[config.mk]
export PLATFORM = sky130hd
export DESIGN_NAME = seg7_card_decode
export DESIGN_NICKNAME = d
export VERILOG_FILES = /design/src/rtl/card_pkg.sv /design/src/rtl/seg_stable_filter.sv /design/src/rtl/seg7_card_decode.sv
export SDC_FILE = /design/constraint.sdc
export NUM_CORES = 1
export LEC_CHECK = 0
export ABC_AREA = 1
export ABC_CLOCK_PERIOD_IN_PS = 2900
export CAP_MARGIN = 40
export CORE_MARGIN = 2
export CORE_UTILIZATION = 40
export DETAILED_ROUTE_END_ITERATION = 8
export PLACE_DENSITY_LB_ADDON = 0.12
export SYNTH_ARGS = -nofsm -noshare
export SYNTH_HDL_FRONTEND = slang
export SYNTH_HIERARCHICAL = 1
export SYNTH_SLANG_ARGS = --single-unit
[constraint.sdc]
create_clock -name slow_clock -period 2.9 [get_ports slow_clock]
set_clock_uncertainty 0.1 [all_clocks]
set_input_delay 0.58 -clock slow_clock [delete_from_list [all_inputs] [get_ports slow_clock]]
set_output_delay 0.58 -clock slow_clock [all_outputs]
set_load 0.005 [all_outputs]
[src/rtl/card_pkg.sv]
// Shared card/segment definitions for the card <-> 7-segment encoder and decoder.
// Segment bit order is a..g on bits 6..0, 1 = lit.
package card_pkg;

  localparam logic [3:0] CARD_BLANK = 4'd0;
  localparam logic [3:0] CARD_ACE   = 4'd1;
  localparam logic [3:0] CARD_TWO   = 4'd2;
  localparam logic [3:0] CARD_THREE = 4'd3;
  localparam logic [3:0] CARD_FOUR  = 4'd4;
  localparam logic [3:0] CARD_FIVE  = 4'd5;
  localparam logic [3:0] CARD_SIX   = 4'd6;
  localparam logic [3:0] CARD_SEVEN = 4'd7;
  localparam logic [3:0] CARD_EIGHT = 4'd8;
  localparam logic [3:0] CARD_NINE  = 4'd9;
  localparam logic [3:0] CARD_TEN   = 4'd10;
  localparam logic [3:0] CARD_JACK  = 4'd11;
  localparam logic [3:0] CARD_QUEEN = 4'd12;
  localparam logic [3:0] CARD_KING  = 4'd13;
  localparam logic [3:0] CARD_ERR   = 4'd15;

  localparam logic [6:0] SEG_BLANK = 7'b0000000;
  localparam logic [6:0] SEG_ACE   = 7'b1110111;
  localparam logic [6:0] SEG_TWO   = 7'b1101101;
  localparam logic [6:0] SEG_THREE = 7'b1111001;
  localparam logic [6:0] SEG_FOUR  = 7'b0110011;
  localparam logic [6:0] SEG_FIVE  = 7'b1011011;
  localparam logic [6:0] SEG_SIX   = 7'b1011111;
  localparam logic [6:0] SEG_SEVEN = 7'b1110000;
  localparam logic [6:0] SEG_EIGHT = 7'b1111111;
  localparam logic [6:0] SEG_NINE  = 7'b1111011;
  localparam logic [6:0] SEG_TEN   = 7'b1111110;
  localparam logic [6:0] SEG_JACK  = 7'b0111100;
  localparam logic [6:0] SEG_QUEEN = 7'b1110011;
  localparam logic [6:0] SEG_KING  = 7'b0110111;

  typedef enum logic [0:0] {
    TRACK = 1'b0,
    HOLD  = 1'b1
  } state_t;

  function automatic logic [3:0] seg_to_card(input logic [6:0] seg);
    logic [3:0] code;
    case (seg)
      SEG_BLANK: code = CARD_BLANK;
      SEG_ACE:   code = CARD_ACE;
      SEG_TWO:   code = CARD_TWO;
      SEG_THREE: code = CARD_THREE;
      SEG_FOUR:  code = CARD_FOUR;
      SEG_FIVE:  code = CARD_FIVE;
      SEG_SIX:   code = CARD_SIX;
      SEG_SEVEN: code = CARD_SEVEN;
      SEG_EIGHT: code = CARD_EIGHT;
      SEG_NINE:  code = CARD_NINE;
      SEG_TEN:   code = CARD_TEN;
      SEG_JACK:  code = CARD_JACK;
      SEG_QUEEN: code = CARD_QUEEN;
      SEG_KING:  code = CARD_KING;
      default:   code = CARD_ERR;
    endcase
    return code;
  endfunction

  // Baccarat points: face value for ace..nine, zero for everything else.
  function automatic logic [3:0] card_points(input logic [3:0] code);
    logic [3:0] pts;
    if ((code >= CARD_ACE) && (code <= CARD_NINE)) begin
      pts = code;
    end else begin
      pts = 4'd0;
    end
    return pts;
  endfunction

endpackage

[src/rtl/seg_stable_filter.sv]
// Input register plus saturating run-length counter; stable marks a pattern held
// for STABLE_CYCLES samples. Define SEG_ACTIVE_LOW_EN for raw active-low HEX drive.
module seg_stable_filter #(
  parameter int STABLE_CYCLES = 4
) (
  input  logic       slow_clock,
  input  logic       resetb,
  input  logic [6:0] seg_in,
  output logic [6:0] seg_q,
  output logic       stable
);

  localparam int CW = $clog2(STABLE_CYCLES + 1);
  localparam logic [CW-1:0] CNT_MAX = CW'(STABLE_CYCLES);
  localparam logic [CW-1:0] CNT_ONE = CW'(1);

  logic [6:0]    seg_s;
  logic [6:0]    seg_q_r;
  logic [CW-1:0] cnt_r;

`ifdef SEG_ACTIVE_LOW_EN
  assign seg_s = ~seg_in;
`else
  assign seg_s = seg_in;
`endif

  // Sample the pattern and count how long it has been held.
  always_ff @(posedge slow_clock or negedge resetb) begin
    if (!resetb) begin
      seg_q_r <= 7'b0000000;
      cnt_r   <= '0;
    end else begin
      seg_q_r <= seg_s;
      if (seg_s == seg_q_r) begin
        if (cnt_r != CNT_MAX) begin
          cnt_r <= cnt_r + CNT_ONE;
        end else begin
          cnt_r <= cnt_r;
        end
      end else begin
        cnt_r <= CNT_ONE;
      end
    end
  end

  assign seg_q  = seg_q_r;
  assign stable = (cnt_r == CNT_MAX);

endmodule

[src/rtl/seg7_card_decode.sv]
// Decodes a debounced 7-segment pattern back to card code and baccarat points,
// reporting each newly stable pattern once over valid/ready. Option: SEG_ACTIVE_LOW_EN.
module seg7_card_decode #(
  parameter int STABLE_CYCLES = 4
) (
  input  logic       slow_clock,
  input  logic       resetb,
  input  logic [6:0] seg_in,
  input  logic       card_ready,
  output logic       card_valid,
  output logic [3:0] card_code,
  output logic [3:0] card_value,
  output logic       card_err
);

  import card_pkg::*;

  logic [6:0] seg_q_s;
  logic       stable_s;
  logic [3:0] dec_code_s;
  logic [6:0] last_rep_r;
  state_t     state_r;

  seg_stable_filter #(
    .STABLE_CYCLES(STABLE_CYCLES)
  ) u_filter (
    .slow_clock(slow_clock),
    .resetb    (resetb),
    .seg_in    (seg_in),
    .seg_q     (seg_q_s),
    .stable    (stable_s)
  );

  assign dec_code_s = seg_to_card(seg_q_s);

  // Report FSM; last_rep starts blank so the idle display never produces a result.
  always_ff @(posedge slow_clock or negedge resetb) begin
    if (!resetb) begin
      state_r    <= TRACK;
      last_rep_r <= SEG_BLANK;
      card_valid <= 1'b0;
      card_err   <= 1'b0;
      card_code  <= CARD_BLANK;
      card_value <= 4'd0;
    end else begin
      case (state_r)
        TRACK: begin
          if (stable_s && (seg_q_s != last_rep_r)) begin
            card_code  <= dec_code_s;
            card_value <= card_points(dec_code_s);
            card_err   <= (dec_code_s == CARD_ERR);
            card_valid <= 1'b1;
            last_rep_r <= seg_q_s;
            state_r    <= HOLD;
          end else begin
            state_r <= TRACK;
          end
        end
        HOLD: begin
          if (card_valid && card_ready) begin
            card_valid <= 1'b0;
            card_err   <= 1'b0;
            state_r    <= TRACK;
          end else begin
            state_r <= HOLD;
          end
        end
        default: begin
          card_valid <= 1'b0;
          card_err   <= 1'b0;
          state_r    <= TRACK;
        end
      endcase
    end
  end

endmodule

### Word-level counts from Yosys, hierarchy flattened

Cells that the tools add are included.

* equality and inequality tests: 21
* reductions and logical operators: 6
* shift-type cells: 0
* div/mod/pow operators: 0
* $lt $le $gt $ge: 2
* multipliers: 0
* add/subtract/negate cells: 1
* bitwise logic cells: 1
* mux-type cells: 12

Operators with widths (number)
* $eq 7x7->1 const B: 10
* $pmux 4 s14: 1
* $eq 7x6->1 const B: 3
* $eq 7x7->1: 1
* $logic_not 7->1: 1
* $ne 7x7->1: 1
* $mux 3: 2
* $pmux 1 s2: 3
* $mux 1: 5
* $eq 4x4->1 const B: 1
* $ge 4x1->1 const B: 1
* $le 4x4->1 const B: 1
* $mux 4: 1
* $ne 2x2->1 const B: 2
* $reduce_and 2->1: 2
* $add 3x1->3 const B: 1
* $eq 3x3->1 const B: 1
* $logic_and 1x1->1: 3
* $ne 3x3->1 const B: 1
* $ne 2x1->1 const B: 1
* $not 1->1: 1

* logic and storage cells: 51
* latch bits: 0
* bits in writable memories: 0
* register bits after elaboration: 28
* memories: 0
* input port bits: 10
* output and inout port bits: 10
* ROM bits: 0

### Logic depth before layout (Yosys ltp)

* word-level depth: 5
* gate-level depth with buffers: 10
* depth with buffers taken out: 10

### Hierarchy

Netlist, hierarchy kept.

Modules (own cells, without submodules)
* seg7_card_decode: area an instance 1172.4 sq um, cells an instance 153, instances 1
* seg_stable_filter: area an instance 499.2 sq um, cells an instance 64, instances 1

### Least setup slack after synthesis

Ideal clock, no wire load.

* kind: register -> register
* from: reg u_filter.seg_q_r[4] (netlist: u_filter/seg_q[4])
* to: reg card_code[0]
* path slack: 1.473 ns
* data arrival time: 1.211 ns
* setup time: 0.116 ns
* stages on the path, launching flop included: 10
* required time: 2.684 ns
* path buffers: 1
* path through: dfrtp_1 xnor2_1 nand2_1 nor2_1 nand3_2 nand3_4 buf_6 clkinv_4 nand2_1 nand2_1

* longest elaborated chain between the ends: 3

RTL lines
* start: declaration: RTL line seg_stable_filter.sv:18 `logic [6:0] seg_q_r;`
* start signal: assignment: RTL line seg_stable_filter.sv:33 `seg_q_r <= seg_s;`
* branches (longest 3 deep; another with $pmux 4 s14)
* end signal: assignment: RTL line seg7_card_decode.sv:49 `card_code <= dec_code_s;`
* end: declaration: RTL line seg7_card_decode.sv:11 `output logic [3:0] card_code,`

Several ways; the timed one is not identified.
A chain may end at the register's enable or synchronous reset.

### Worst setup path after layout

* from: reg card_valid
* to: out card_valid

RTL lines
* start: declaration: RTL line seg7_card_decode.sv:10 `output logic card_valid,`
* start signal: assignment: RTL line seg7_card_decode.sv:41 `card_valid <= 1'b0;`
* start signal: assignment: RTL line seg7_card_decode.sv:52 `card_valid <= 1'b1;`
* start signal: assignment: RTL line seg7_card_decode.sv:61 `card_valid <= 1'b0;`

No word-level cell between the ends.

==> out/results.ini <==
[placed_design]
place_ws_ns=1.08
dpl_cell_area_sq_mm=0.00190
port_buffers=19
finalWeightedCongestion=0.873
hpwl_mm=2.31
place_inst=284

[floorplan]
core_area_sq_mm=0.00400
io_pins=20
die_h_um=68.6
die-area_sq_mm=0.00471
rows=23
die_x_um=68.6
start_util_pct=41.8

[hold_path]
hold_class=reg2reg
hold_start=card_code[1]$_DFFE_PN0P_

[timing]
relSlewSlack_pct=72.2
rsz0062_at_grt=false
clock.fmax_mhz=541
layout_min_cycle_time_ns=1.85
fin_ws_ns=1.05
tightest_slew_ns=0.417
hold_violations=0
post-route-period-util_pct=63.7
finalSetupViolations=0
final_max_slew_viol_count=0
tns_ns=0

[synthesis]
avgSynthCellArea_sq_um=7.70
synthCells=217
synth_edf_count=0
ys_warn_count=6
synthFlopType=dfrtp_1
yosysTopAreaCell=dfrtp_1
yosys_register_bits=28
synth.top_cell.area_share_pct=41.9
ys_async_sr_fraction_pct=100
synthDistinctLibCells=24
syn_area_sq_mm=0.00167
yosysSeqAreaShare_pct=41.9
synth_common_cells=nand2_1 (80), dfrtp_1 (28), inv_1 (28)
synth.area.top_cells=dfrtp_1 (42%), nand2_1 (18%), inv_1 (6.3%)
synth_nets=229
yosysMostFrequentCell=nand2_1

[setup_path]
slowest_stage=clkdlybuf4s50_1
r2r-start=u_filter/seg_q[4]$_DFF_PN0_
start_kind=flop
max_stage_delay_ns=0.51
crit_path_end_kind=output port
crit_fanout=3
critical_path_buf_inv_count=1
criticalPathCategory=reg2out
critical_path_required_ns=2.22
cp.arrival_ns=1.17
startpoint=card_valid$_DFFE_PN0P_
crit_family=buffers and inverters
crit_chain=clkdlybuf4s50_1

[power]
powerDensity_mw_per_mm2=381
power_leakage_nw=1.03
peakVddDrop_uv=173

[cells_and_area]
multi_input_area_sq_um=812
seqCellArea_sq_um=701
drive_above_1_share_pct=14.7
n_fill_cell=394
diodes=0
fin_util_pct=48.8
final_nets=251
design_area_sq_mm=0.00195
final_cells=288
areaGrowthSynthToFinish_pct=16.8

[route]
drt_iter0_drc=90
via_per_inst=4.56
wire_per_inst_um=10.6
drc_errors=0
wirelength_mm=3.05
vias=1313
dr.pass1.iters=4
ant_nets=0

[cts]
htree_num_levels=1
cts.sinks=28
cts_buffers=3
cts_setup_buffers=0
clk_path_buf_depth=2
cts_tree=yes
cts-root-buf=clkbuf_8
ctsHoldBuffers=0
clk_pin_slew_ns=0.09
cts_resized=0
clk_latency_ns=0.28

[global_routing]
grt_max_degree=31
grtUsageMet2_pct=23.8
antenna_found_initial=0
overflow=0
use_met1_pct=22.1
grt.total_usage_pct=16.0
top_usage_layer=met2
grt_pass1_vias=1202
grt_pass1_wl_mm=5.50
grt.met3_usage_pct=3.90

[outcome]
status=complete, no violations

[job]
drv_cap=0

==> final timing paths <==
path / endpoint / slack [ns] / cells after the start
setup / recovery: card_valid / 1.05 / 1
hold / removal: card_code[1]$_DFFE_PN0P_ / 0.39 / 2
setup reg to reg: card_code[1]$_DFFE_PN0P_ / 1.13 / 8
hold reg to reg: card_code[1]$_DFFE_PN0P_ / 0.39 / 2
max in group asynchronous: card_err$_DFFE_PN0P_ / 1.86 / 2
min in group asynchronous: u_filter/seg_q[1]$_DFF_PN0_ / 0.57 / 2
==> kinds of logic (layout without fill, tap and decap cells) <==
| kind of cell | Yosys count | after routing | synth area share (%) |
|---|---|---|---|
| xor+xnor | 9 | 9 | 4.72 |
| simple gates | 130 | 130 | 36.0 |
| fa+ha+maj | 2 | 2 | 1.50 |
| flops | 28 | 28 | 41.9 |
| compound gates | 13 | 13 | 6.36 |
| buf+inv | 35 | 56 | 9.51 |
==> registers in the layout (all words and copies together) (netlist names) <==
register,count
last_rep_r,7
u_filter/cnt_r,3
u_filter/seg_q,7
card_value,4
card_err,1
state_r,1
card_valid,1
card_code,4
==> placed cells by master, fill, tap and decap left out, types with 2 or more instances in the layout <==
cell type,netlist,routed
nor2_2,3,3
xnor2_1,3,3
nand3_2,2,2
o21ai_2,11,11
nor2_4,2,2
clkbuf_8,0,4
clkdlybuf4s50_1,0,19
inv_2,3,3
nor3_1,2,2
ha_1,2,2
nand3_4,2,2
nand2_1,80,80
nor3b_1,2,2
nor3_2,2,2
nor2_1,21,21
inv_1,28,28
dfrtp_1,28,28
nand3_1,9,9
nand2_2,3,3
xor2_1,6,6
==> metrics by stage <==
| step | hold WS, ns | power [mW] |
|---|---|---|
| after floorplan | 0.184 | 0.466 |
| after global placement | 0.364 | 0.507 |
| after detailed placement | 0.365 | 0.508 |
| after CTS | 0.390 | 0.755 |
| after global routing | 0.410 | 0.785 |
| final | 0.387 | 0.743 |
==> area by class of cell <==
| type | count | share of cell area (%) |
|---|---|---|
| multi-input cells | 154 | 41.6 |
| well taps | 50 | 3.20 |
| flip-flops and latches | 28 | 35.9 |
| clock buffers | 4 | 2.82 |
| inverters | 32 | 6.41 |
| repair buffers | 20 | 10.1 |
==> power breakdown <==
part           total, mW  switching [mW]  internal [mW]
Combinational     0.0856          0.0475         0.0381
Sequential         0.413          0.0137          0.399
Clock              0.245           0.123          0.122
==> per-layer routing <==
metal / vias up / wire, um
met3: 4 / 114
met1: 579 / 1520
li1: 701 / -
met5: - / 0
met4: 0 / 53
met2: 29 / 1360
Note: power is estimated with default switching activity, not from simulation.
